File: src/rtl/cr_iu_pkg.sv
// cr_iu_pkg: shared types and constants for the IU execution-stage controllers.
//   ex_state_e   - 2-bit EX slot FSM encoding
//   EXPT_*       - exception vector codes
//   PRIV_*       - privilege mode encodings
//   expt_cause_t - raw exception causes from decode
package cr_iu_pkg;

  typedef enum logic [1:0] {
    IDLE = 2'd0,
    EXEC = 2'd1,
    WAIT = 2'd2,
    EXPT = 2'd3
  } ex_state_e;

  localparam logic [4:0] EXPT_ACC     = 5'd1;
  localparam logic [4:0] EXPT_INV     = 5'd2;
  localparam logic [4:0] EXPT_BKPT    = 5'd3;
  localparam logic [4:0] EXPT_ECALL_U = 5'd8;
  localparam logic [4:0] EXPT_ECALL_S = 5'd9;
  localparam logic [4:0] EXPT_NONE    = 5'd10;
  localparam logic [4:0] EXPT_ECALL_M = 5'd11;

  localparam logic [1:0] PRIV_U = 2'b00;
  localparam logic [1:0] PRIV_S = 2'b01;
  localparam logic [1:0] PRIV_M = 2'b11;

  typedef struct packed {
    logic acc;
    logic inv;
    logic bkpt;
    logic ecall;
  } expt_cause_t;

endpackage

File: src/rtl/cr_iu_ex_ctrl_pipe_if.sv
// cr_iu_ex_ctrl_pipe_if: decode-side handshake, unit select/done and
// retire/exception signals of the EX slot controller.
//   master - decode/units/CP0 side (drives dec_*, wb_stall, flush, unit_done)
//   slave  - the EX controller
interface cr_iu_ex_ctrl_pipe_if #(
  parameter int UNIT_NUM = 6,
  parameter int VEC_W    = 5
);
  logic                dec_vld;
  logic                dec_ready;
  logic [UNIT_NUM-1:0] dec_unit_onehot;
  logic                dec_rand;
  logic                dec_ni;
  logic                dec_expt_acc;
  logic                dec_expt_inv;
  logic                dec_expt_bkpt;
  logic                dec_expt_ecall;
  logic [1:0]          cp0_yy_priv_mode;
  logic                wb_stall;
  logic                flush;
  logic [UNIT_NUM-1:0] unit_done;
  logic [UNIT_NUM-1:0] ex_unit_sel;
  logic [UNIT_NUM-1:0] ex_data_sel;
  logic                ex_stall;
  logic                retire_vld;
  logic                retire_ni;
  logic                expt_vld;
  logic [VEC_W-1:0]    expt_vec;
  logic                stall_timeout;

  modport master (
    output dec_vld, dec_unit_onehot, dec_rand, dec_ni, dec_expt_acc, dec_expt_inv,
           dec_expt_bkpt, dec_expt_ecall, cp0_yy_priv_mode, wb_stall, flush, unit_done,
    input  dec_ready, ex_unit_sel, ex_data_sel, ex_stall, retire_vld, retire_ni,
           expt_vld, expt_vec, stall_timeout
  );

  modport slave (
    input  dec_vld, dec_unit_onehot, dec_rand, dec_ni, dec_expt_acc, dec_expt_inv,
           dec_expt_bkpt, dec_expt_ecall, cp0_yy_priv_mode, wb_stall, flush, unit_done,
    output dec_ready, ex_unit_sel, ex_data_sel, ex_stall, retire_vld, retire_ni,
           expt_vld, expt_vec, stall_timeout
  );
endinterface

File: src/rtl/cr_iu_expt_prio.sv
// cr_iu_expt_prio: combinational exception cause -> vector encoder.
//   cause_i - raw causes, priv_i - privilege mode (selects ecall flavour)
//   vec_o   - highest-priority vector (EXPT_NONE when no cause)
//   any_o   - at least one cause present
module cr_iu_expt_prio import cr_iu_pkg::*; #(
  parameter int VEC_W = 5
) (
  input  expt_cause_t      cause_i,
  input  logic [1:0]       priv_i,
  output logic [VEC_W-1:0] vec_o,
  output logic             any_o
);
  always_comb begin
    vec_o = VEC_W'(EXPT_NONE);
    if (cause_i.acc)       vec_o = VEC_W'(EXPT_ACC);
    else if (cause_i.inv)  vec_o = VEC_W'(EXPT_INV);
    else if (cause_i.bkpt) vec_o = VEC_W'(EXPT_BKPT);
    else if (cause_i.ecall) begin
      // Reserved mode 2'b10 is treated like M.
      case (priv_i)
        PRIV_U:  vec_o = VEC_W'(EXPT_ECALL_U);
        PRIV_S:  vec_o = VEC_W'(EXPT_ECALL_S);
        default: vec_o = VEC_W'(EXPT_ECALL_M);
      endcase
    end
  end

  assign any_o = |cause_i;
endmodule

File: src/rtl/cr_iu_ex_ctrl_pipe.sv
// cr_iu_ex_ctrl_pipe: single-slot EX controller. Accepts one decoded
// instruction, selects its execution unit, waits for that unit's done,
// retires it (or emits its exception) and flags long stalls.
//   forever_cpuclk - clock, cpurst - synchronous active-high reset
//   ex_if          - decode handshake, unit select/done, retire/exception outputs
module cr_iu_ex_ctrl_pipe import cr_iu_pkg::*; #(
  parameter int UNIT_NUM    = 6,
  parameter int STALL_LIMIT = 255,
  parameter int VEC_W       = 5
) (
  input logic                  forever_cpuclk,
  input logic                  cpurst,
  cr_iu_ex_ctrl_pipe_if.slave  ex_if
);
  localparam int               CNT_W  = $clog2(STALL_LIMIT + 1);
  localparam logic [CNT_W-1:0] CNT_MAX = CNT_W'(STALL_LIMIT);
  localparam logic [CNT_W-1:0] CNT_TO  = CNT_W'(STALL_LIMIT - 1);

  ex_state_e           state_q, state_d;
  logic [UNIT_NUM-1:0] unit_q, unit_d;
  logic                rand_q, rand_d, ni_q, ni_d;
  logic [VEC_W-1:0]    vec_q, vec_d;
  logic [CNT_W-1:0]    cnt_q, cnt_d;

  expt_cause_t         dec_cause;
  logic [VEC_W-1:0]    dec_vec;
  logic                dec_expt;
  logic                busy, done_hit, retire, live, accept, wait_miss;

  assign dec_cause = '{acc: ex_if.dec_expt_acc, inv: ex_if.dec_expt_inv,
                       bkpt: ex_if.dec_expt_bkpt, ecall: ex_if.dec_expt_ecall};

  cr_iu_expt_prio #(.VEC_W(VEC_W)) u_prio (
    .cause_i (dec_cause),
    .priv_i  (ex_if.cp0_yy_priv_mode),
    .vec_o   (dec_vec),
    .any_o   (dec_expt)
  );

  assign busy      = (state_q == EXEC) || (state_q == WAIT);
  // Only the slot's own unit can complete it; other units' done is ignored.
  assign done_hit  = |(ex_if.unit_done & unit_q);
  // Random instructions have no unit to wait for and retire out of EXEC.
  assign retire    = ((state_q == EXEC) && rand_q) || (busy && done_hit);
  // Pulses and handshakes are masked by flush and by reset.
  assign live      = !cpurst && !ex_if.flush;
  assign wait_miss = (state_q == WAIT) && !done_hit;

  assign ex_if.dec_ready     = live && !ex_if.wb_stall && ((state_q == IDLE) || retire);
  assign accept              = ex_if.dec_vld && ex_if.dec_ready;
  assign ex_if.retire_vld    = retire && live;
  assign ex_if.retire_ni     = retire && live && ni_q;
  assign ex_if.ex_unit_sel   = ((state_q == EXEC) && !rand_q && live) ? unit_q : '0;
  assign ex_if.ex_data_sel   = (busy && !rand_q && !cpurst) ? unit_q : '0;
  assign ex_if.ex_stall      = !cpurst && ((busy && !ex_if.retire_vld) || (state_q == EXPT));
  assign ex_if.expt_vld      = (state_q == EXPT) && live;
  assign ex_if.expt_vec      = vec_q;
  // Fires only on the step into the limit; the saturated counter stays quiet.
  assign ex_if.stall_timeout = live && wait_miss && (cnt_q == CNT_TO);

  always_comb begin
    state_d = state_q;
    unit_d  = unit_q;
    rand_d  = rand_q;
    ni_d    = ni_q;
    vec_d   = vec_q;
    cnt_d   = cnt_q;

    case (state_q)
      EXEC:    if (!retire) state_d = WAIT;
      EXPT:    state_d = IDLE;
      default: ;
    endcase
    if (retire) state_d = IDLE;

    // Accept only happens from IDLE or on a retire cycle, so it overrides.
    if (accept) begin
      state_d = dec_expt ? EXPT : EXEC;
      unit_d  = ex_if.dec_unit_onehot;
      rand_d  = ex_if.dec_rand;
      ni_d    = ex_if.dec_ni;
      vec_d   = dec_vec;
    end

    if (wait_miss && (cnt_q != CNT_MAX)) cnt_d = cnt_q + CNT_W'(1);
    if (retire || ex_if.flush)           cnt_d = '0;
    if (ex_if.flush)                     state_d = IDLE;
  end

  always_ff @(posedge forever_cpuclk) begin
    if (cpurst) begin
      state_q <= IDLE;
      unit_q  <= '0;
      rand_q  <= 1'b0;
      ni_q    <= 1'b0;
      vec_q   <= VEC_W'(EXPT_NONE);
      cnt_q   <= '0;
    end else begin
      state_q <= state_d;
      unit_q  <= unit_d;
      rand_q  <= rand_d;
      ni_q    <= ni_d;
      vec_q   <= vec_d;
      cnt_q   <= cnt_d;
    end
  end
endmodule

File: src/flat_wrapper.sv
// flat-port wrapper written by rule: the top's interface ports become plain ports
module cr_iu_ex_ctrl_pipe_flat import cr_iu_pkg::*;
#(
  parameter int UNIT_NUM    = 6,
  parameter int STALL_LIMIT = 255,
  parameter int VEC_W       = 5
)
  (forever_cpuclk, cpurst, ex_if_dec_vld, ex_if_dec_unit_onehot, ex_if_dec_rand, ex_if_dec_ni, ex_if_dec_expt_acc, ex_if_dec_expt_inv, ex_if_dec_expt_bkpt, ex_if_dec_expt_ecall, ex_if_cp0_yy_priv_mode, ex_if_wb_stall, ex_if_flush, ex_if_unit_done, ex_if_dec_ready, ex_if_ex_unit_sel, ex_if_ex_data_sel, ex_if_ex_stall, ex_if_retire_vld, ex_if_retire_ni, ex_if_expt_vld, ex_if_expt_vec, ex_if_stall_timeout);
  cr_iu_ex_ctrl_pipe_if #(.UNIT_NUM(UNIT_NUM), .VEC_W(VEC_W)) ex_if_i ();
  input logic forever_cpuclk;
  input logic cpurst;
  input wire logic [$bits(ex_if_i.dec_vld)-1:0] ex_if_dec_vld;
  input wire logic [$bits(ex_if_i.dec_unit_onehot)-1:0] ex_if_dec_unit_onehot;
  input wire logic [$bits(ex_if_i.dec_rand)-1:0] ex_if_dec_rand;
  input wire logic [$bits(ex_if_i.dec_ni)-1:0] ex_if_dec_ni;
  input wire logic [$bits(ex_if_i.dec_expt_acc)-1:0] ex_if_dec_expt_acc;
  input wire logic [$bits(ex_if_i.dec_expt_inv)-1:0] ex_if_dec_expt_inv;
  input wire logic [$bits(ex_if_i.dec_expt_bkpt)-1:0] ex_if_dec_expt_bkpt;
  input wire logic [$bits(ex_if_i.dec_expt_ecall)-1:0] ex_if_dec_expt_ecall;
  input wire logic [$bits(ex_if_i.cp0_yy_priv_mode)-1:0] ex_if_cp0_yy_priv_mode;
  input wire logic [$bits(ex_if_i.wb_stall)-1:0] ex_if_wb_stall;
  input wire logic [$bits(ex_if_i.flush)-1:0] ex_if_flush;
  input wire logic [$bits(ex_if_i.unit_done)-1:0] ex_if_unit_done;
  output wire logic [$bits(ex_if_i.dec_ready)-1:0] ex_if_dec_ready;
  output wire logic [$bits(ex_if_i.ex_unit_sel)-1:0] ex_if_ex_unit_sel;
  output wire logic [$bits(ex_if_i.ex_data_sel)-1:0] ex_if_ex_data_sel;
  output wire logic [$bits(ex_if_i.ex_stall)-1:0] ex_if_ex_stall;
  output wire logic [$bits(ex_if_i.retire_vld)-1:0] ex_if_retire_vld;
  output wire logic [$bits(ex_if_i.retire_ni)-1:0] ex_if_retire_ni;
  output wire logic [$bits(ex_if_i.expt_vld)-1:0] ex_if_expt_vld;
  output wire logic [$bits(ex_if_i.expt_vec)-1:0] ex_if_expt_vec;
  output wire logic [$bits(ex_if_i.stall_timeout)-1:0] ex_if_stall_timeout;
  assign ex_if_i.dec_vld = ex_if_dec_vld;
  assign ex_if_i.dec_unit_onehot = ex_if_dec_unit_onehot;
  assign ex_if_i.dec_rand = ex_if_dec_rand;
  assign ex_if_i.dec_ni = ex_if_dec_ni;
  assign ex_if_i.dec_expt_acc = ex_if_dec_expt_acc;
  assign ex_if_i.dec_expt_inv = ex_if_dec_expt_inv;
  assign ex_if_i.dec_expt_bkpt = ex_if_dec_expt_bkpt;
  assign ex_if_i.dec_expt_ecall = ex_if_dec_expt_ecall;
  assign ex_if_i.cp0_yy_priv_mode = ex_if_cp0_yy_priv_mode;
  assign ex_if_i.wb_stall = ex_if_wb_stall;
  assign ex_if_i.flush = ex_if_flush;
  assign ex_if_i.unit_done = ex_if_unit_done;
  assign ex_if_dec_ready = ex_if_i.dec_ready;
  assign ex_if_ex_unit_sel = ex_if_i.ex_unit_sel;
  assign ex_if_ex_data_sel = ex_if_i.ex_data_sel;
  assign ex_if_ex_stall = ex_if_i.ex_stall;
  assign ex_if_retire_vld = ex_if_i.retire_vld;
  assign ex_if_retire_ni = ex_if_i.retire_ni;
  assign ex_if_expt_vld = ex_if_i.expt_vld;
  assign ex_if_expt_vec = ex_if_i.expt_vec;
  assign ex_if_stall_timeout = ex_if_i.stall_timeout;
  cr_iu_ex_ctrl_pipe #(.UNIT_NUM(UNIT_NUM), .STALL_LIMIT(STALL_LIMIT), .VEC_W(VEC_W)) u_core (.forever_cpuclk(forever_cpuclk), .cpurst(cpurst), .ex_if(ex_if_i));
endmodule
File: config.mk
export PLATFORM = sky130hd
export DESIGN_NAME = cr_iu_ex_ctrl_pipe_flat
export DESIGN_NICKNAME = d
export VERILOG_FILES = /design/src/rtl/cr_iu_pkg.sv /design/src/rtl/cr_iu_ex_ctrl_pipe_if.sv /design/src/rtl/cr_iu_expt_prio.sv /design/src/rtl/cr_iu_ex_ctrl_pipe.sv /design/src/flat_wrapper.sv
export SDC_FILE = /design/constraint.sdc
export NUM_CORES = 1
export LEC_CHECK = 0
export ABC_AREA = 1
export ABC_CLOCK_PERIOD_IN_PS = 1600
export CORE_MARGIN = 10
export CORE_UTILIZATION = 56
export DETAILED_ROUTE_END_ITERATION = 10
export DONT_BUFFER_PORTS = 1
export GPL_ROUTABILITY_DRIVEN = 1
export HOLD_SLACK_MARGIN = 0.02
export PLACE_DENSITY = 0.86
export SETUP_SLACK_MARGIN = 0.05
export SLEW_MARGIN = 20
export SYNTH_ARGS = -nofsm -noshare
export SYNTH_HDL_FRONTEND = slang
export SYNTH_SLANG_ARGS = --single-unit
File: constraint.sdc
create_clock -name forever_cpuclk -period 1.6 [get_ports forever_cpuclk]
set_input_delay 0.48 -clock forever_cpuclk [delete_from_list [all_inputs] [get_ports forever_cpuclk]]
set_output_delay 0.48 -clock forever_cpuclk [all_outputs]
set_load 0.05 [all_outputs]
==> metrics.csv, run 1 <==
stage;metric;value;unit
die;Die Span X;68.9;um
die;initial core utilization;0.599;
clock_tree;CTS root buf;clkbuf_4;
clock_tree;postcts setup bufs;9;
synth;Synth Register Bits;21;
die;row count;17;
synth;sequential cell area fraction in the yosys report;0.314;
place;Port Buffers;0;
synth;dominant synthesized flop cell;dfxtp_1;
die;die outline height;68.9;um
place;number of placed cells counting well taps;260;
synth;Synth cell types;24;
synth;Post-synth ARST share;0;
synth;synthesized instance count;202;
clock_tree;H-tree Lvls;1;
clock_tree;CTS Buffer Depth;2;
place;Post-DP HPWL;3570;um
clock_tree;cts hold-fix bufs;0;
clock_tree;TritonCTS Sinks;21;
synth;Cell Area, Synth;1340;um2
synth;Synth Warn #;0;
run_status;Err;[ERROR DPL-0038] Utilization greater than 100%, impossible to legalize;
place;Placer Congestion;0.839;
clock_tree;# resized after CTS;35;
synth;Post-synth EDFFs;0;
run_status;outcome;did not finish;
clock_tree;Num CTS Buffers;3;
run_status;Stop stage;clock tree synthesis;
die;IO Count;48;
synth;Mapped Avg Cell Area;6.62;um2
==> cells by family after synthesis <==
group,share of synthesized area
other cells,0.00280
compound gates,0.0711
xor+xnor,0.0327
buf+inv,0.113
simple gates,0.410
fa+ha+maj,0.0561
flops,0.314
==> per-stage QoR <==
step | area, um2 | setup WS [ns]
floorplan | 1550 | -0.369
global placement | 2010 | -0.258
detailed placement | 2010 | -0.283
==> synth_stat cells, types with 2 or more instances <==
cell / n / share of area
nor2_2: 5 / 0.023
nor3_1: 5 / 0.019
buf_4: 3 / 0.017
nand2_2: 3 / 0.014
nand2_1: 51 / 0.14
a21oi_1: 11 / 0.041
buf_6: 2 / 0.017
xor2_1: 4 / 0.026
ha_1: 6 / 0.056
dfxtp_1: 21 / 0.31
nor2_1: 37 / 0.10
nand3_4: 2 / 0.026
o21ai_0: 3 / 0.011
nand3_1: 10 / 0.037
nand4_1: 5 / 0.023
inv_1: 26 / 0.073
==> run 2: changes to the inputs <==
Settings changed: ABC_CLOCK_PERIOD_IN_PS 1600 to 2100, CORE_AREA set to 10 10 71 73, CORE_MARGIN 10 to unset, CORE_UTILIZATION 56 to unset, DIE_AREA set to 0 0 81 83, HOLD_SLACK_MARGIN 0.02 to unset, PLACE_DENSITY 0.86 to unset, PLACE_DENSITY_LB_ADDON set to 0.15, SETUP_SLACK_MARGIN 0.05 to unset.
Clock period 1.6 ns to 2.1 ns, I/O delays scaled along.
==> run 2 against run 1 <==
Against the previous run:
- the flow now finishes, with violations (setup timing)
- synthesized cell count is the same
- area after synthesis unchanged
==> metrics.csv, run 2 <==
stage;metric;value;unit;change
run_status;outcome;finished, violations left;;was did not finish
run_status;violated checks;setup timing;;
die;Std-Cell Core Area;3630;um2;
route;post-DR vias/cell;4.74;;
clock_tree;clock-pin slew on the worst setup and hold paths;0.08;ns;
synth;ranking of synthesized cells by area;dfxtp_1 31%, nand2_1 14%, nor2_1 10%;;unchanged
global_routing;Top Usage Layer GRT;met2;;
clock_tree;CTS root buf;clkbuf_8;;was clkbuf_4
synth;Synth top area share;0.314;;unchanged
layout;Top reg by flops;u_core.cnt_q;;
synth;synthesized instance count;202;;unchanged
clock_tree;H-tree Lvls;1;;unchanged
global_routing;first-pass GRT wire length;5980;um;
layout;commonest non-fill, non-tap cell in the layout;nand2_1;;
pwr;Flop pwr share;0.521;;
synth;Post-synth ARST share;0;;unchanged
timing;maximum clock rate;470;MHz;
layout;commonest non-fill, non-tap cells in the layout;43 x nand2_1, 28 x nor2_1, 23 x inv_1;;
place;Post-DP HPWL;2910;um;was 3570 um
die;die area;6720;um2;
clock_tree;Num CTS Buffers;3;;unchanged
global_routing;met1 usage;0.121;;
timing;Tmin final;2.13;ns;
critical_path;CP most frequent cell;nand2_4;;
synth;Synth cell types;24;;unchanged
critical_path;CP peak stage delay;0.18;ns;
timing;# setup viols final;3;;
place;pre-CTS setup slack;-0.0893;ns;was -0.283 ns
place;Placer Congestion;0.808;;was 0.839
pwr;P_int;0.000583;W;
route;DR iter-0 viols;49;;
pwr;Clk pwr share;0.339;;
synth;top-count cell post-synth;nand2_1;;unchanged
timing;Least-Margin Pin Slew;0.525;ns;
die;initial core utilization;0.368;;was 0.599
synth;commonest cells in the netlist;51 x nand2_1, 37 x nor2_1, 26 x inv_1;;unchanged
global_routing;met2 usage in global routing;0.177;;
route;# DRC;0;;
die;die outline height;83;um;was 68.9 um
critical_path;CP Class;input port to output port;;
route;final WL;3640;um;
layout;max FFs per register;8;;
timing;Slew Limit Fails;0;;
critical_path;crit-path max FO;2;;
layout;Fillers;349;;
global_routing;GRT overflow;0;;
layout;diode count;0;;
global_routing;GRT Overall Usage;0.110;;
synth;dominant synthesized flop cell;dfxtp_1;;unchanged
critical_path;reg2reg start;u_core.cnt_q[1];;
route;Routed WL per cell;12.9;um;
layout;Multi-input gate area;945;um2;
global_routing;initial antenna violation count;0;;
synth;Post-synth EDFFs;0;;unchanged
critical_path;Worst Path Arrival;1.50;ns;
pwr;Pwr Density;412;nW/um2;
clock_tree;CTS Buffer Depth;2;;unchanged
timing;Setup Skew;0.00367;ns;
global_routing;largest net degree at the start of global routing;22;;
layout;storage element area;434;um2;
pwr;P_sw;0.000221;W;
clock_tree;CTS tree;done;;
clock_tree;TritonCTS Sinks;21;;unchanged
critical_path;Top Family by Delay on Critical Path;compound AO/OA/AOI/OAI gates;;
critical_path;crit path from;ex_if_unit_done[1];;
place;dpl cell area;1640;um2;was 2010 um2
layout;fraction of layout cells with a size suffix above 1;0.366;;
flow_run;max_cap viols;0;;
place;number of placed cells counting well taps;274;;was 260
critical_path;buffers plus inverters on the worst setup path;1;;
synth;Mapped Avg Cell Area;6.62;um2;unchanged
min_path;hold crit path type;flop to flop;;
synth;Cell Area, Synth;1340;um2;unchanged
global_routing;vias in the first global route;1286;;
critical_path;WP data required;1.47;ns;
route;drt first pass iters;4;;
layout;Final Non-Filler Cells;283;;
timing;Fin Hold WS;0.490;ns;
pwr;Max VDD drop;0.000289;V;
die;row count;22;;was 17
timing;Rel. slew slack;0.650;;
pwr;Comb power frac;0.140;;
synth;area leader, netlist;dfxtp_1;;unchanged
layout;post-route cell area;1950;um2;
timing;RSZ-0062 raised after global routing;true;;
timing;setup ws final;-0.0290;ns;
synth;sequential cell area fraction in the yosys report;0.314;;unchanged
route;DR vias;1341;;
layout;Layout area overhead;45.9;%;
timing;Final period util;1.01;;
min_path;HP Start;u_core.cnt_q[6];;
pwr;Switching Fraction;0.275;;
timing;Final Hold Fails;0;;
synth;Synth Warn #;0;;unchanged
die;Die Span X;81;um;was 68.9 um
clock_tree;worst skew pair latency;0.26;ns;
critical_path;CP max-delay cell;a21boi_4;;
layout;final net count;267;;
critical_path;CP cell instances;nand2_4 -> nand2_4 -> nor2_4 -> nand2_2 -> a21boi_4 -> o21ai_2 -> a21oi_4 -> buf_12;;
die;IO Count;48;;unchanged
synth;Synth Register Bits;21;;unchanged
pwr;Pleak;0.901;nW;
critical_path;Worst Setup Start Kind;input port;;
critical_path;CP endpoint kind;output port;;
place;Port Buffers;0;;unchanged
route;final antenna-violating net count;0;;
global_routing;met3 track demand over resource;0.0528;;
run 2: cell counts after synthesis:
Identical to the previous run, type by type.
run 2: routing by layer:
layer	up-vias	share of wire
met2	36	0.51
met1	611	0.37
met5	-	0
met4	0	0.010
li1	690	-
met3	4	0.11
run 2: repair_timing:
item / 4_1_cts / 5_1_grt
hold buffers: 0 / 0
endpoints found under the setup margin: 17 / 17
pin swaps: 8 / 4
resized for setup: 38 / 27
setup buffers: 3 / 2
run 2: cell type report:
type                       instances  area share
inverter                          27      0.0545
sequential                        21       0.222
multi-input combinational        149       0.484
clock buffer                       4      0.0231
tap                               48      0.0308
timing repair buffer              34       0.185
run 2: cell families (layout without fill, tap and decap cells):
group	count (synthesis)	count (layout)	synth area share
fa+ha+maj	6	6	0.0561
buf+inv	33	65	0.113
simple gates	120	120	0.410
compound gates	16	16	0.0711
other cells	1	2	0.00280
xor+xnor	5	5	0.0327
flops	21	21	0.314
run 2: per-stage QoR:
step                TNS, ns  utilization  power (W)
floorplan             -2.55            -   0.000499
global placement     -0.120        0.452   0.000522
detailed placement   -0.167        0.452   0.000525
CTS                 -0.0797        0.509   0.000807
global route          -1.09        0.537   0.000841
finish              -0.0458        0.537   0.000804
run 2: final timing paths:
path                endpoint  slack [ns]  depth (start not counted)
max           ex_if_ex_stall       -0.03                          8
min          u_core.cnt_q[6]        0.49                          2
max reg2reg  u_core.cnt_q[6]        0.52                          8
min reg2reg  u_core.cnt_q[6]        0.49                          2
run 2: power by group through the flow:
| stage | Combinational (W) | Sequential [W] | Clock (W) |
|---|---|---|---|
| after floorplan | 0.0000723 | 0.000426 | 0 |
| after global placement | 0.0000941 | 0.000428 | 0 |
| after detailed placement | 0.0000968 | 0.000428 | 0 |
| after CTS | 0.000108 | 0.000419 | 0.000280 |
| after global routing | 0.000124 | 0.000420 | 0.000296 |
| final | 0.000112 | 0.000419 | 0.000273 |
run 2: worst register-to-register path, delay by kind of cell, from the launching register on:
family                   cells  cell delay [ns]
AO/OA/AOI/OAI                1             0.06
AND/OR/NAND/NOR              4             0.50
buffers and inverters        2             0.26
adder cells (fa/ha/maj)      1             0.24
flip-flops                   1             0.40
Note: power is estimated with default switching activity, not from simulation.
==> run 3: changes to the inputs <==
Settings changed: RECOVER_POWER set to 100.
==> run 3 against run 2 <==
Against the previous run:
- the flow still finishes with violations (setup timing)
- combinational power about the same
- register-to-register slack got worse by 0.15 ns
- power is 0.40% lower
- global-route usage is the same
- sequential power barely moved
- critical path depth did not move
- routed wire length about the same
- setup slack lost 0.0031 ns
- sequential cell count did not move
- largest cell class unchanged
- largest power group unchanged
==> metrics.csv, run 3 (synthesis results as in run 2) <==
stage;metric;value;unit;change
run_status;outcome;finished, violations left;;unchanged
run_status;violated checks;setup timing;;unchanged
clock_tree;H-tree Lvls;1;;unchanged
route;DR iter-0 viols;69;;was 49
die;initial core utilization;0.368;;unchanged
layout;final net count;267;;unchanged
place;pre-CTS setup slack;-0.0893;ns;unchanged
timing;Tmin final;2.13;ns;about the same
layout;max FFs per register;8;;unchanged
route;final antenna-violating net count;0;;unchanged
pwr;Switching Fraction;0.273;;was 0.275
layout;commonest non-fill, non-tap cells in the layout;43 x nand2_1, 31 x nor2_1, 23 x inv_1;;was 43 x nand2_1, 28 x nor2_1, 23 x inv_1
timing;Final period util;1.02;;was 1.01
place;dpl cell area;1640;um2;unchanged
global_routing;vias in the first global route;1286;;unchanged
route;drt first pass iters;4;;unchanged
pwr;Pleak;0.896;nW;was 0.901 nW
layout;post-route core utilization;0.532;;was 0.537
die;IO Count;48;;unchanged
timing;Final Hold Fails;0;;unchanged
route;post-DR vias/cell;4.71;;was 4.74
timing;Setup Skew;0.00312;ns;was 0.00367 ns
layout;Top reg by flops;u_core.cnt_q;;unchanged
flow_run;max_cap viols;0;;unchanged
pwr;Pwr Density;414;nW/um2;was 412 nW/um2
critical_path;CP Class;input port to output port;;unchanged
route;final WL;3640;um;about the same
global_routing;GRT overflow;0;;unchanged
critical_path;CP most frequent cell;nand2_4;;unchanged
pwr;Max VDD drop;0.000287;V;was 0.000289 V
layout;fraction of layout cells with a size suffix above 1;0.349;;was 0.366
clock_tree;Num CTS Buffers;3;;unchanged
place;Post-DP HPWL;2910;um;unchanged
global_routing;largest net degree at the start of global routing;22;;unchanged
critical_path;crit-path max FO;2;;unchanged
layout;diode count;0;;unchanged
clock_tree;cts hold-fix bufs;0;;unchanged
clock_tree;CTS Buffer Depth;2;;unchanged
pwr;Flop pwr share;0.523;;was 0.521
critical_path;CP endpoint kind;output port;;unchanged
timing;Slew Limit Fails;0;;unchanged
pwr;Clk pwr share;0.338;;was 0.339
critical_path;CP cell instances;nand2_4 -> nand2_4 -> nor2_4 -> nand2_2 -> a21boi_4 -> o21ai_2 -> a21oi_4 -> buf_12;;unchanged
critical_path;Top Family by Delay on Critical Path;compound AO/OA/AOI/OAI gates;;unchanged
clock_tree;TritonCTS Sinks;21;;unchanged
route;# DRC;0;;unchanged
clock_tree;worst skew pair latency;0.26;ns;about the same
timing;# setup viols final;3;;unchanged
timing;maximum clock rate;469;MHz;was 470 MHz
critical_path;CP peak stage delay;0.18;ns;about the same
die;row count;22;;unchanged
route;Routed WL per cell;12.9;um;about the same
min_path;hold crit path type;flop to flop;;unchanged
timing;RSZ-0062 raised after global routing;true;;unchanged
place;Placer Congestion;0.808;;unchanged
die;Std-Cell Core Area;3630;um2;unchanged
die;die area;6720;um2;unchanged
global_routing;initial antenna violation count;0;;unchanged
pwr;P_int;0.000582;W;was 0.000583 W
route;DR vias;1332;;was 1341
critical_path;buffers plus inverters on the worst setup path;1;;unchanged
global_routing;GRT Overall Usage;0.110;;unchanged
clock_tree;CTS tree;done;;unchanged
pwr;Comb power frac;0.138;;was 0.140
place;Port Buffers;0;;unchanged
global_routing;first-pass GRT wire length;5980;um;unchanged
timing;setup ws final;-0.0321;ns;was -0.0290 ns
layout;post-route cell area;1930;um2;was 1950 um2
timing;Fin Hold WS;0.491;ns;was 0.490 ns
critical_path;CP max-delay cell;a21boi_4;;unchanged
clock_tree;clock-pin slew on the worst setup and hold paths;0.08;ns;about the same
pwr;P_sw;0.000219;W;was 0.000221 W
clock_tree;CTS root buf;clkbuf_8;;unchanged
layout;commonest non-fill, non-tap cell in the layout;nand2_1;;unchanged
critical_path;Worst Setup Start Kind;input port;;unchanged
layout;Layout area overhead;44.5;%;was 45.9%
die;die outline height;83;um;unchanged
die;Die Span X;81;um;unchanged
timing;Rel. slew slack;0.650;;about the same
critical_path;Worst Path Arrival;1.50;ns;about the same
critical_path;WP data required;1.47;ns;about the same
timing;Least-Margin Pin Slew;0.525;ns;about the same
[run 3: cell count changes in the layout (fill, tap and decap cells not counted), sizes merged]
cell	previous run	this run
clkbuf	4	5
buf	34	33
[run 3: final cells by class]
type                    count  area (um2)
multi-input cells         149         930
inverters                  27         106
well taps                  48        60.1
repair buffers             34         358
flip-flops and latches     21         434
clock buffers               4        45.0
fillers                   349        1700
[run 3: power groups by stage]
stage | sequential, W | combinational, W | clock [W]
finish | 0.000419 | 0.000111 | 0.000271
CTS | 0.000419 | 0.000108 | 0.000280
detailed placement | 0.000428 | 0.0000968 | 0
global route | 0.000420 | 0.000122 | 0.000296
global placement | 0.000428 | 0.0000941 | 0
floorplan | 0.000426 | 0.0000723 | 0
[run 3: worst reg2reg max path, stage by stage, from the launching register on]
cell,delay [ns]
dfxtp_4,0.38
inv_4,0.04
ha_4,0.30
nand2_2,0.08
nand3_4,0.08
buf_4,0.12
nand3_2,0.32
nor2_1,0.25
nor2_2,0.05
[run 3: path summary, 6_finish.rpt]
kind / startpoint / depth (start not counted) / to / slack [ns]
worst max register to register: u_core.state_q[0] / 8 / u_core.unit_q[4] / 0.37
worst min-delay path: u_core.cnt_q[6] / 2 / u_core.cnt_q[6] / 0.49
worst min register to register: u_core.cnt_q[6] / 2 / u_core.cnt_q[6] / 0.49
worst max-delay path: ex_if_unit_done[1] / 8 / ex_if_ex_stall / -0.03
[run 3: stage by stage]
step / cells / power, W / TNS, ns
2_1_floorplan: 203 / 0.000499 / -2.55
3_3_place_gp: 274 / 0.000522 / -0.120
3_5_place_dp: 274 / 0.000525 / -0.167
4_1_cts: 281 / 0.000807 / -0.0797
5_1_grt: 283 / 0.000839 / -1.09
6_report: 283 / 0.000801 / -0.0479
[run 3: metal layers]
layer | wire length [um] | track usage
met3 | 412 | 0.0528
met1 | 1350 | 0.121
met5 | 0 | 0
met4 | 38 | 0.0423
met2 | 1830 | 0.177
[run 3: repair_timing]
item,4_1_cts,5_1_grt
pin swaps,8,4
gates cloned,0,0
gates resized for setup,38,27
endpoints found under the setup margin,17,17
setup buffers,3,2
==> run 4: changes to the inputs <==
Settings changed: ABC_AREA 1 to unset.
==> run 4 against run 3 <==
Against the previous run:
- the run still ends with setup timing left
- non-clock buffer count grew 1
- critical path depth is the same
- area after synthesis shrank 2.6%
- clock power grew 1%
- synthesized cell count shrank 20%
==> metrics.csv, run 4 <==
stage;metric;value;unit;change
critical_path;Worst Path Arrival;1.66;ns;was 1.50 ns
synth;Synth Area in Compound Gates;0.240;;was 0.0711
run_status;outcome;finished, violations left;;unchanged
min_path;Worst Hold Path Cells;1;;was 2
critical_path;worst-case reg-to-reg path depth;7;;was 8
place;number of placed cells counting well taps;232;;was 274
global_routing;largest net degree at the start of global routing;16;;was 22
route;DR vias;1349;;was 1332
critical_path;CP Class;flop to output port;;was input port to output port
place;Post-DP HPWL;3140;um;was 2910 um
critical_path;reg2reg start;u_core.state_q[0];;unchanged
clock_tree;CTS Buffer Depth;2;;unchanged
synth;top-count cell post-synth;dfxtp_1;;was nand2_1
timing;maximum clock rate;438;MHz;was 469 MHz
synth;sequential cell area fraction in the yosys report;0.323;;was 0.314
route;final WL;4020;um;was 3640 um
global_routing;first-pass GRT wire length;7000;um;was 5980 um
layout;commonest non-fill, non-tap cells in the layout;20 x buf_4, 19 x dfxtp_1, 17 x a21oi_1;;was 43 x nand2_1, 31 x nor2_1, 23 x inv_1
synth;Synth cell types;37;;was 24
timing;Least-Margin Pin Slew;0.517;ns;was 0.525 ns
critical_path;WP data required;1.47;ns;about the same
critical_path;crit path from;u_core.state_q[0];;was ex_if_unit_done[1]
layout;Top reg by flops;u_core.cnt_q;;unchanged
critical_path;Worst Setup Start Kind;flop;;was input port
timing;# setup viols final;16;;was 3
critical_path;CP endpoint kind;output port;;unchanged
layout;max FFs per register;8;;unchanged
route;post-DR vias/cell;5.57;;was 4.71
pwr;Flop pwr share;0.495;;was 0.523
route;Routed WL per cell;16.6;um;was 12.9 um
timing;Setup Skew;0.00456;ns;was 0.00312 ns
timing;Final period util;1.09;;was 1.02
layout;commonest non-fill, non-tap cell in the layout;buf_4;;was nand2_1
synth;Synth Register Bits;21;;unchanged
die;die outline height;83;um;unchanged
clock_tree;cts hold-fix bufs;0;;unchanged
layout;Layout area overhead;43.8;%;was 44.5%
pwr;Comb power frac;0.181;;was 0.138
synth;Post-synth ARST share;0;;unchanged
synth;Synth Warn #;0;;unchanged
synth;synthesized instance count;162;;was 202
synth;largest family of logic cells by synthesized area;simple AND/OR/NAND/NOR gates;;unchanged
pwr;Switching Fraction;0.287;;was 0.273
global_routing;GRT Overall Usage;0.127;;was 0.110
timing;Final Hold Fails;0;;unchanged
place;dpl cell area;1690;um2;was 1640 um2
synth;multiplexer share of the synthesized area;0;;unchanged
clock_tree;Num CTS Buffers;3;;unchanged
die;row count;22;;unchanged
critical_path;crit-path max FO;6;;was 2
clock_tree;H-tree Lvls;1;;unchanged
synth;Synth top area share;0.323;;was 0.314
layout;post-route core utilization;0.515;;was 0.532
layout;final net count;226;;was 267
place;Port Buffers;0;;unchanged
die;Std-Cell Core Area;3630;um2;unchanged
timing;setup ws final;-0.185;ns;was -0.0321 ns
die;initial core utilization;0.358;;was 0.368
timing;Rel. slew slack;0.655;;was 0.650
timing;Tmin final;2.29;ns;was 2.13 ns
clock_tree;CTS tree;done;;unchanged
synth;commonest cells in the netlist;21 x dfxtp_1, 19 x a21oi_1, 14 x and2_1, 14 x nand3_1, 14 x o21ai_0;;was 51 x nand2_1, 37 x nor2_1, 26 x inv_1
synth;Synth Area in Simple Gates;0.319;;was 0.410
die;Die Span X;81;um;unchanged
critical_path;crit path to;ex_if_ex_data_sel[0];;was ex_if_ex_stall
layout;post-route cell area;1870;um2;was 1930 um2
die;die area;6720;um2;unchanged
timing;Slew Limit Fails;0;;unchanged
place;Placer Congestion;0.831;;was 0.808
clock_tree;clock-pin slew on the worst setup and hold paths;0.08;ns;about the same
pwr;Clk pwr share;0.324;;was 0.338
layout;fraction of layout cells with a size suffix above 1;0.387;;was 0.349
synth;Mapped Avg Cell Area;8.04;um2;was 6.62 um2
route;# DRC;0;;unchanged
timing;RSZ-0062 raised after global routing;true;;unchanged
route;drt first pass iters;4;;unchanged
synth;ranking of synthesized cells by area;dfxtp_1 32%, a21oi_1 7.3%, and2_1 6.7%;;was dfxtp_1 31%, nand2_1 14%, nor2_1 10%
layout;diode count;0;;unchanged
pwr;Pwr Density;454;nW/um2;was 414 nW/um2
route;DR iter-0 viols;43;;was 69
pwr;Pleak;0.645;nW;was 0.896 nW
clock_tree;TritonCTS Sinks;21;;unchanged
pwr;P_sw;0.000244;W;was 0.000219 W
global_routing;GRT overflow;0;;unchanged
global_routing;initial antenna violation count;0;;unchanged
synth;dominant synthesized flop cell;dfxtp_1;;unchanged
synth;Cell Area, Synth;1300;um2;was 1340 um2
pwr;Max VDD drop;0.000279;V;was 0.000287 V
die;IO Count;48;;unchanged
layout;Final Non-Filler Cells;242;;was 283
critical_path;Critical R2R Capture;u_core.ex_if.expt_vec[1];;was u_core.unit_q[4]
pwr;P_int;0.000606;W;was 0.000582 W
synth;Post-synth EDFFs;0;;unchanged
clock_tree;worst skew pair latency;0.26;ns;about the same
clock_tree;CTS root buf;clkbuf_8;;unchanged
synth;Post-Synth XOR/XNOR Area;0;;was 0.0327
synth;area leader, netlist;dfxtp_1;;unchanged
run_status;violated checks;setup timing;;unchanged
min_path;hold crit path type;input port to flop;;was flop to flop
critical_path;setup slack, reg-to-reg;0.12;ns;was 0.37 ns
route;final antenna-violating net count;0;;unchanged
flow_run;max_cap viols;0;;unchanged
global_routing;vias in the first global route;1414;;was 1286
synth;area share of fa/ha/maj cells after synthesis;0.0576;;was 0.0561
[run 4: changes by cell type after synthesis, sizes merged, moves of 8 or more]
cell and delta:
a21oi +8, nand2 -49, inv -20, and2 +14
nor2 -38, o21ai +11
[run 4: layout make-up]
type / count / area, um2
clock inverters: 1 / 5.00
well taps: 48 / 60.1
inverters: 7 / 28.8
repair buffers: 35 / 347
multi-input cells: 127 / 968
clock buffers: 3 / 41.3
flip-flops and latches: 21 / 423
fillers: 371 / 1760
[run 4: routing by layer]
| metal | track usage | share of wire | vias up | wire length (um) |
|---|---|---|---|---|
| met1 | 0.133 | 0.37 | 641 | 1490 |
| met2 | 0.222 | 0.54 | 33 | 2160 |
| met4 | 0.0423 | 0.017 | 0 | 69 |
| met3 | 0.0506 | 0.073 | 7 | 295 |
| met5 | 0 | 0 | - | 0 |
| li1 | - | - | 668 | - |
[run 4: cell families after synthesis]
family | Yosys count
AOI/OAI and AO/OA | 50
buffers and inverters | 15
other | 1
DFF | 21
adders and majority gates | 6
and+or+nand+nor | 69
[run 4: timing repair]
item,4_1_cts,5_1_grt
hold endpoints to repair,0,0
pin swaps,7,2
gates resized for setup,27,6
setup buffers,5,1
setup endpoints to repair,17,18
[run 4: stage by stage]
stage / hold slack, ns / setup TNS, ns / power, W / setup slack (ns)
after floorplan: 0.454 / -1.17 / 0.000517 / -0.214
after global placement: 0.464 / -0.267 / 0.000558 / -0.0431
after detailed placement: 0.479 / -0.313 / 0.000560 / -0.0586
after CTS: 0.416 / -1.94 / 0.000859 / -0.210
after global routing: 0.404 / -3.57 / 0.000898 / -0.258
final: 0.427 / -2.08 / 0.000850 / -0.185
[run 4: worst min-delay path by stage]
| stage | from | to |
|---|---|---|
| 2_1_floorplan | u_core.ni_q | u_core.ni_q |
| 3_3_place_gp | u_core.ni_q | u_core.ni_q |
| 3_5_place_dp | u_core.ni_q | u_core.ni_q |
| 4_1_cts | cpurst | u_core.rand_q |
| 5_1_grt | cpurst | u_core.unit_q[4] |
| 6_report | cpurst | u_core.rand_q |
[run 4: critical path, cell delays in order (launching register included)]
cell	delay, ns
dfxtp_2	0.34
inv_2	0.05
ha_4	0.28
inv_4	0.03
buf_6	0.10
nor3_4	0.16
buf_6	0.14
and2_4	0.15
buf_12	0.13
[run 4: power by group through the flow]
stage	Clock (W)	Combinational (W)	Sequential, W
6_report	0.000275	0.000154	0.000421
5_1_grt	0.000307	0.000169	0.000422
4_1_cts	0.000289	0.000150	0.000421
3_5_place_dp	0	0.000130	0.000429
3_3_place_gp	0	0.000129	0.000429
2_1_floorplan	0	0.0000886	0.000428
